[src/rtl/gpu_raster.sv]
`default_nettype none
// gpu_raster: 3-stage edge-function rasterizer for two triangles (A, B) with depth resolve.
// Frontend state is snapshotted at frame_start; each pixel's result appears 3 edges after it is sampled.
module gpu_raster (
  input  logic        clk,
  input  logic        rst_n,
  input  logic        frame_start,
  input  logic        pix_valid,
  input  logic [6:0]  pix_x,
  input  logic [5:0]  pix_y,
  input  logic [5:0]  bg_color,
  input  logic [11:0] poly_color,
  input  logic [13:0] v0_x,
  input  logic [13:0] v1_x,
  input  logic [13:0] v2_x,
  input  logic [11:0] v0_y,
  input  logic [11:0] v1_y,
  input  logic [11:0] v2_y,
  input  logic [5:0]  poly_depth,
  input  logic        en_screen,
  input  logic [1:0]  poly_enable,
  output logic        out_valid,
  output logic [5:0]  out_color,
  output logic [1:0]  out_hit
);

  // Per-pixel attribute bundle: {en[26], pen[25:24], color[23:12], depth[11:6], bg[5:0]}
  localparam int ATTR_W = 27;
  localparam int ATTR3_W = 25;

  logic [5:0]  sh_bg_q;
  logic [11:0] sh_color_q;
  logic [13:0] sh_v0x_q, sh_v1x_q, sh_v2x_q;
  logic [11:0] sh_v0y_q, sh_v1y_q, sh_v2y_q;
  logic [5:0]  sh_depth_q;
  logic        sh_en_q;
  logic [1:0]  sh_pen_q;

  always_ff @(posedge clk) begin
    if (!rst_n) begin
      sh_bg_q    <= '0;
      sh_color_q <= '0;
      sh_v0x_q   <= '0;
      sh_v1x_q   <= '0;
      sh_v2x_q   <= '0;
      sh_v0y_q   <= '0;
      sh_v1y_q   <= '0;
      sh_v2y_q   <= '0;
      sh_depth_q <= '0;
      sh_en_q    <= 1'b0;
      sh_pen_q   <= '0;
    end else if (frame_start) begin
      sh_bg_q    <= bg_color;
      sh_color_q <= poly_color;
      sh_v0x_q   <= v0_x;
      sh_v1x_q   <= v1_x;
      sh_v2x_q   <= v2_x;
      sh_v0y_q   <= v0_y;
      sh_v1y_q   <= v1_y;
      sh_v2y_q   <= v2_y;
      sh_depth_q <= poly_depth;
      sh_en_q    <= en_screen;
      sh_pen_q   <= poly_enable;
    end
  end

  function automatic logic signed [15:0] sx8(input logic signed [7:0] v);
    return {{8{v[7]}}, v};
  endfunction

  function automatic logic signed [15:0] sx7(input logic signed [6:0] v);
    return {{9{v[6]}}, v};
  endfunction

  logic [6:0] w_vx [2][3];
  logic [5:0] w_vy [2][3];

  always_comb begin
    for (int p = 0; p < 2; p++) begin
      w_vx[p][0] = sh_v0x_q[p*7 +: 7];
      w_vx[p][1] = sh_v1x_q[p*7 +: 7];
      w_vx[p][2] = sh_v2x_q[p*7 +: 7];
      w_vy[p][0] = sh_v0y_q[p*6 +: 6];
      w_vy[p][1] = sh_v1y_q[p*6 +: 6];
      w_vy[p][2] = sh_v2y_q[p*6 +: 6];
    end
  end

  // Stage 1: edge vectors and pixel offsets, zero-extended before subtracting so nothing wraps
  logic signed [7:0] s1_dx_d [2][3], s1_dx_q [2][3];
  logic signed [6:0] s1_dy_d [2][3], s1_dy_q [2][3];
  logic signed [7:0] s1_px_d [2][3], s1_px_q [2][3];
  logic signed [6:0] s1_py_d [2][3], s1_py_q [2][3];
  logic              s1_valid_q;
  logic [ATTR_W-1:0] s1_attr_q;

  always_comb begin
    for (int p = 0; p < 2; p++) begin
      for (int i = 0; i < 3; i++) begin
        s1_dx_d[p][i] = $signed({1'b0, w_vx[p][(i+1)%3]}) - $signed({1'b0, w_vx[p][i]});
        s1_dy_d[p][i] = $signed({1'b0, w_vy[p][(i+1)%3]}) - $signed({1'b0, w_vy[p][i]});
        s1_px_d[p][i] = $signed({1'b0, pix_x}) - $signed({1'b0, w_vx[p][i]});
        s1_py_d[p][i] = $signed({1'b0, pix_y}) - $signed({1'b0, w_vy[p][i]});
      end
    end
  end

  // Stage 2: edge functions and doubled signed area
  logic signed [15:0] s2_e_d [2][3], s2_e_q [2][3];
  logic signed [15:0] s2_area_d [2], s2_area_q [2];
  logic               s2_valid_q;
  logic [ATTR_W-1:0]  s2_attr_q;

  always_comb begin
    for (int p = 0; p < 2; p++) begin
      for (int i = 0; i < 3; i++) begin
        s2_e_d[p][i] = sx8(s1_px_q[p][i]) * sx7(s1_dy_q[p][i])
                     - sx7(s1_py_q[p][i]) * sx8(s1_dx_q[p][i]);
      end
      s2_area_d[p] = sx8(s1_dx_q[p][2]) * sx7(s1_dy_q[p][0])
                   - sx8(s1_dx_q[p][0]) * sx7(s1_dy_q[p][2]);
    end
  end

  // Stage 3: inclusive inside test accepting either winding
  logic [1:0]         w_ge, w_le;
  logic [1:0]         s3_cov_d, s3_cov_q;
  logic               s3_valid_q;
  logic [ATTR3_W-1:0] s3_attr_q;

  always_comb begin
    w_ge     = '0;
    w_le     = '0;
    s3_cov_d = '0;
    for (int p = 0; p < 2; p++) begin
      w_ge[p] = ~s2_e_q[p][0][15] & ~s2_e_q[p][1][15] & ~s2_e_q[p][2][15];
      w_le[p] = (s2_e_q[p][0][15] | (s2_e_q[p][0] == 16'sd0))
              & (s2_e_q[p][1][15] | (s2_e_q[p][1] == 16'sd0))
              & (s2_e_q[p][2][15] | (s2_e_q[p][2] == 16'sd0));
      s3_cov_d[p] = s2_attr_q[24+p] & (s2_area_q[p] != 16'sd0) & (w_ge[p] | w_le[p]);
    end
  end

  always_ff @(posedge clk) begin
    if (!rst_n) begin
      for (int p = 0; p < 2; p++) begin
        for (int i = 0; i < 3; i++) begin
          s1_dx_q[p][i] <= '0;
          s1_dy_q[p][i] <= '0;
          s1_px_q[p][i] <= '0;
          s1_py_q[p][i] <= '0;
          s2_e_q[p][i]  <= '0;
        end
        s2_area_q[p] <= '0;
      end
      s1_valid_q <= 1'b0;
      s1_attr_q  <= '0;
      s2_valid_q <= 1'b0;
      s2_attr_q  <= '0;
      s3_valid_q <= 1'b0;
      s3_attr_q  <= '0;
      s3_cov_q   <= '0;
    end else begin
      s1_dx_q    <= s1_dx_d;
      s1_dy_q    <= s1_dy_d;
      s1_px_q    <= s1_px_d;
      s1_py_q    <= s1_py_d;
      s1_valid_q <= pix_valid;
      s1_attr_q  <= {sh_en_q, sh_pen_q, sh_color_q, sh_depth_q, sh_bg_q};
      s2_e_q     <= s2_e_d;
      s2_area_q  <= s2_area_d;
      s2_valid_q <= s1_valid_q;
      s2_attr_q  <= s1_attr_q;
      s3_cov_q   <= s3_cov_d;
      s3_valid_q <= s2_valid_q;
      s3_attr_q  <= {s2_attr_q[26], s2_attr_q[23:0]};
    end
  end

  // Resolve: nearer depth wins, ties go to A; disabled screen blanks to 0
  logic       w_b_wins;
  logic       out_valid_d;
  logic [5:0] out_color_d;
  logic [1:0] out_hit_d;

  always_comb begin
    w_b_wins    = 1'b0;
    out_valid_d = s3_valid_q;
    out_color_d = '0;
    out_hit_d   = '0;
    if (s3_valid_q && s3_attr_q[24]) begin
      case (s3_cov_q)
        2'b01:   w_b_wins = 1'b0;
        2'b10:   w_b_wins = 1'b1;
        2'b11:   w_b_wins = (s3_attr_q[11:9] < s3_attr_q[8:6]);
        default: w_b_wins = 1'b0;
      endcase
      if (s3_cov_q == 2'b00) begin
        out_color_d = s3_attr_q[5:0];
      end else if (w_b_wins) begin
        out_color_d = s3_attr_q[23:18];
        out_hit_d   = 2'b10;
      end else begin
        out_color_d = s3_attr_q[17:12];
        out_hit_d   = 2'b01;
      end
    end
  end

  always_ff @(posedge clk) begin
    if (!rst_n) begin
      out_valid <= 1'b0;
      out_color <= '0;
      out_hit   <= '0;
    end else begin
      out_valid <= out_valid_d;
      out_color <= out_color_d;
      out_hit   <= out_hit_d;
    end
  end

endmodule
`default_nettype wire

[config.mk]
export PLATFORM = sky130hd
export DESIGN_NAME = gpu_raster
export DESIGN_NICKNAME = d
export VERILOG_FILES = /design/src/rtl/gpu_raster.sv
export SDC_FILE = /design/constraint.sdc
export NUM_CORES = 2
export LEC_CHECK = 0
export ABC_AREA = 1
export BUFFER_PORTS_ARGS = -buffer_cell sky130_fd_sc_hd__buf_4
export CAP_MARGIN = 20
export CORE_MARGIN = 4
export CORE_UTILIZATION = 50
export CTS_BUF_LIST = sky130_fd_sc_hd__clkbuf_4
export DETAILED_ROUTE_END_ITERATION = 8
export GPL_ROUTABILITY_DRIVEN = 1
export GPL_TIMING_DRIVEN = 1
export PLACE_DENSITY = 0.68
export SYNTH_ARGS = -nofsm -noshare
export SYNTH_HDL_FRONTEND = slang
export SYNTH_SLANG_ARGS = --single-unit
[constraint.sdc]
create_clock -name clk -period 7.36 [get_ports clk]
set_input_delay 0.736 -clock clk [delete_from_list [all_inputs] [get_ports clk]]
set_output_delay 0.736 -clock clk [all_outputs]
set_load 0.02 [all_outputs]
# Word-level counts from Yosys, hierarchy flattened
# Cells that the tools add are included.
[word_totals] output_inout_bits=9 elab_cells=149 in_bits=122 regBits=506
[op_classes] n_mul=16 order_cmp=1 n_mux=5 n_eq_ne=2 n_reduce_logical=12 add_sub_neg=32 n_bitwise=28
[op_table] cell="$mul 8x7->15" count=10
[op_table] cell="$sub 15x15->16" count=8
[op_table] cell="$logic_not 16->1" count=6
[op_table] cell="$sub 7x7->8" count=12
[op_table] cell="$mul 7x8->15" count=6
[op_table] cell="$sub 6x6->7" count=12
[op_table] cell="$reduce_bool 16->1" count=2
[op_table] cell="$and 1x1->1" count=12
[op_table] cell="$mux 6" count=2
[op_table] cell="$not 1->1" count=8
[op_table] cell="$or 1x1->1" count=8
[op_table] cell="$eq 2x2->1 const B" count=2
[op_table] cell="$lt 3x3->1" count=1
[op_table] cell="$reduce_or 3->1" count=1
[op_table] cell="$logic_not 2->1" count=1
[op_table] cell="$mux 2" count=1
[op_table] cell="$pmux 1 s2" count=1
[op_table] cell="$reduce_and 2->1" count=1
[op_table] cell="$logic_and 1x1->1" count=1
[op_table] cell="$mux 1" count=1

# Longest topological paths before layout
[depth] ltp_word=6 mapped_depth=26 mapped_depth_nobuf=25

# Worst setup path after synthesis
# OpenSTA, ideal clock, no wires.
[synth_timing] path_type="reg2reg" start="reg s1_dy_q[22] (netlist name)" end="reg s2_e_q[63] (netlist name)" n_path_buf=2 synth_period_minus_slack_ns=5.480 setup_ns=0.115 required_ns=7.245 arrival_time_ns=5.365 path_slack_ns=1.880 path_stages_with_launch=23 cell_sequence="dfxtp_1 -> clkbuf_1 -> clkbuf_1 -> nand2_1 -> fa_1 -> inv_1 -> fa_1 -> inv_1 -> fa_1 -> fa_1 -> inv_1 -> fa_1 -> inv_1 -> fa_1 -> inv_1 -> ha_1 -> a21o_1 -> a31oi_1 -> o21ai_0 -> nor2_1 -> nand3_1 -> nand2_1 -> nor2_1"
[synth_between] elab_chain_cells=2
[synth_rtl] item="start: declaration" line_no="91" rtl="logic signed [6:0] s1_dy_d [2][3], s1_dy_q [2][3];"
[synth_rtl] item="start signal: assignment" line_no="165" rtl="s1_dy_q <= s1_dy_d;"
[synth_rtl] item="$mul 8x7->15" line_no="117" rtl="s2_e_d[p][i] = sx8(s1_px_q[p][i]) * sx7(s1_dy_q[p][i])"
[synth_rtl] item="$sub 15x15->16" line_no="118" rtl="- sx7(s1_py_q[p][i]) * sx8(s1_dx_q[p][i]);"
[synth_rtl] item="end signal: indexed assignment" line_no="152" rtl="s2_e_q[p][i] <= '0;"
[synth_rtl] item="end signal: assignment" line_no="170" rtl="s2_e_q <= s2_e_d;"
[synth_rtl] item="end: declaration" line_no="109" rtl="logic signed [15:0] s2_e_d [2][3], s2_e_q [2][3];"
# No other way between the ends.
# A chain may end at the register's enable or synchronous reset.

# Worst setup path in the final report
[layout_timing] start="reg s1_dy_q[21] (netlist name)" end="reg s2_e_q[63] (netlist name)"
# Same word-level chain as after synthesis.

==> reports/results.tsv <==
metric	value	unit
syn_to_final_growth	8.144	%
worstPathMaxFanout	16	
cts_tree	built	
rsz0062_at_grt	no	
grt_usage	24.46	%
arrival	7050	ps
dp_hpwl	118900	um
hold_violations	0	
avgSynthCellArea	8.031	um^2
cpPeakStageDelay	750	ps
grt_pass1_vias	46451	
route.detailed.drc	0	
finalCritPeriodShare	82.66	%
fp-row-count	125	
wl_per_cell	15.98	um
holdPathEnd	sh_v0x_q[3]	
initial_core_util	50.32	%
post_cts_resized	0	
fmax	164.4	MHz
mostFrequentLayoutCells	2174 x inv_1, 1311 x nand2_1, 952 x fa_1	
hold_path_class	in2reg	
num_io_pins	131	
cts_root_buf	clkbuf_4	
syn-num-nets	8959	
synth_warnings	0	
utilization	54.42	%
synthFlopType	dfxtp_1	
grt_max_degree	152	
vias_per_cell	4.980	
drt_iter0_drc	2889	
clockBufferDepth	3	
die_w	349.8	um
reg2reg_setup_slack	1280	ps
synth_edf_count	0	
skew	74.98	ps
multi_input_area	0.03925	mm^2
drive_gt1_share	5.188	%
status	completed	
cp_slowest_cell	fa_1	
setup_viol	0	
final_cells	9048	
final_nets	9103	
relSlewSlack	32.41	%
fin_crit	6084	ps
reg2reg_depth	19	
setup_tns	0	ps
cts_sinks	506	
insertion_delay	1090	ps
final_common_cell	inv_1	
synth.yosys.seq_area_share	17.35	%
grt-ovfl-total	0	
ys_seq_elements	506	
numPortBuffers	130	
grt_antenna_before_repair	16	
whs	89.61	ps
min_path_cells	3	
hp-start	v0_x[3]	
clkSlewWorstSetupHoldPaths	60	ps
syn_area	0.05840	mm^2
vias	45061	
routed_wl	144600	um
crit_chain	nand2_1 > fa_1 > inv_1 > fa_1 > inv_1 > fa_1 > fa_1 > inv_1 > fa_1 > inv_1 > fa_1 > inv_1 > ha_1 > nand3_1 > nor4b_1 > nor2_1 > nand3_1 > nand2_1 > nor2_1	
drtAntennaViolNets	0	
critical_path.top_delay_family	adder cells	
dr.pass1.iters	5	
start_kind	register	
worstPathRequired	8320	ps
cap_violations	0	
h-tree-depth	4	
core_area	0.1160	mm^2
place_congestion	0.9048	
grt_pass1_wl	236700	um
placed_cells	8722	
die_h	349.8	um
cpMostUsedCell	fa_1	
synthArstFlopShare	0	%
die_area	0.1223	mm^2
r2r-end	s2_e_q[63]	
worstReg2RegStart	s1_dy_q[21]	
crit_buf_inv	5	
final-max-slew-violation-count	0	
nFillCells	10839	
critPathKind	reg2reg	
endpoint_kind	register	
tightest_slew	1014	ps
numCtsBuffers	144	
ff_latch_area	0.01013	mm^2
ys_types	40	
syn_inst	7271	
## cell families (layout without fill, tap and decap cells)
logic type / Yosys count / after routing / synth area share, %
AO/OA/AOI/OAI: 853 / 853 / 7.623
XOR/XNOR: 63 / 63 / 0.9449
adder cells (fa/ha/maj): 1566 / 1566 / 45.79
buffers and inverters: 2392 / 2638 / 15.45
flip-flops: 506 / 506 / 17.35
other: 0 / 7 / 0
AND/OR/NAND/NOR: 1891 / 1891 / 12.85
## flip-flops by register name, indices dropped and copies added (netlist names), 2 cells and up
| name | flops |
|---|---|
| s2_e_q | 96 |
| sh_depth_q | 6 |
| sh_v2y_q | 12 |
| s1_dx_q | 48 |
| sh_v1y_q | 12 |
| sh_v0y_q | 12 |
| sh_pen_q | 2 |
| s3_cov_q | 2 |
| sh_color_q | 12 |
| out_hit | 2 |
| s1_attr_q | 27 |
| s1_dy_q | 42 |
| s2_attr_q | 27 |
| sh_v2x_q | 14 |
| s1_px_q | 48 |
| sh_v0x_q | 14 |
| s1_py_q | 42 |
| sh_v1x_q | 14 |
| s2_area_q | 32 |
| sh_bg_q | 6 |
| s3_attr_q | 25 |
| out_color | 6 |
## layer usage
layer  up-vias  wire, um  track usage, %  share of wire, %
met5         -        60               0             0.041
met4        10      4638           8.389               3.2
met3       281     14230           7.681               9.8
met2      1439     63050           37.50                44
met1     21633     62610           32.92                43
li1      21698         -               -                 -
## how the worst max path moves through the flow
stage,endpoint,slack [ps],start,depth (start not counted)
2_1_floorplan,s2_e_q[63],1880,s1_dy_q[22],22
6_report,s2_e_q[63],1280,s1_dy_q[21],19
4_1_cts,s2_e_q[63],1290,s1_dy_q[21],20
3_3_place_gp,s2_e_q[63],1480,s1_dy_q[21],20
5_1_grt,s2_e_q[63],1000,s1_dy_q[21],19
3_5_place_dp,s2_e_q[63],1340,s1_dy_q[21],20
## worst reg2reg max path: cells and delay by family, from the launching register on
family | cells | cell delay (ps)
adders and majority gates | 7 | 3730
and+or+nand+nor | 7 | 1140
DFF | 1 | 730
buffers and inverters | 5 | 400
## cell usage after synthesis (31+ instances only)
library cell | instances | area share (%)
nor3_1 | 34 | 0.29
nor2_1 | 356 | 2.3
o21ai_0 | 363 | 3.1
clkbuf_1 | 182 | 1.2
a21oi_1 | 401 | 3.4
nand3_1 | 109 | 0.93
fa_1 | 952 | 33
dfxtp_1 | 506 | 17
ha_1 | 614 | 13
xnor2_1 | 32 | 0.48
xor2_1 | 31 | 0.46
nand2_1 | 1311 | 8.4
inv_1 | 2175 | 14
## layout make-up
type / instances / area share, %
Multi-Input combinational cell: 4373 / 62.15
Antenna cell: 7 / 0.02774
Tap cell: 1524 / 3.019
Inverter: 2181 / 12.97
Sequential cell: 506 / 16.04
Timing Repair Buffer: 209 / 2.798
Clock buffer: 180 / 2.140
Clock inverter: 68 / 0.8579
## through the flow
| stage | setup slack (ps) | area (um^2) |
|---|---|---|
| finish | 1276 | 63150 |
| CTS | 1286 | 63130 |
| detailed placement | 1344 | 60530 |
| floorplan | 1880 | 58400 |
| global route | 998.6 | 63140 |
| global placement | 1479 | 60530 |
## repair_timing
action,CTS,global route
endpoints found under the hold margin,71,0
setup buffers,0,0
hold buffers,71,0
Power is not shown: default switching activity piles up to over one toggle a cycle in this logic, so the estimate is an artifact.
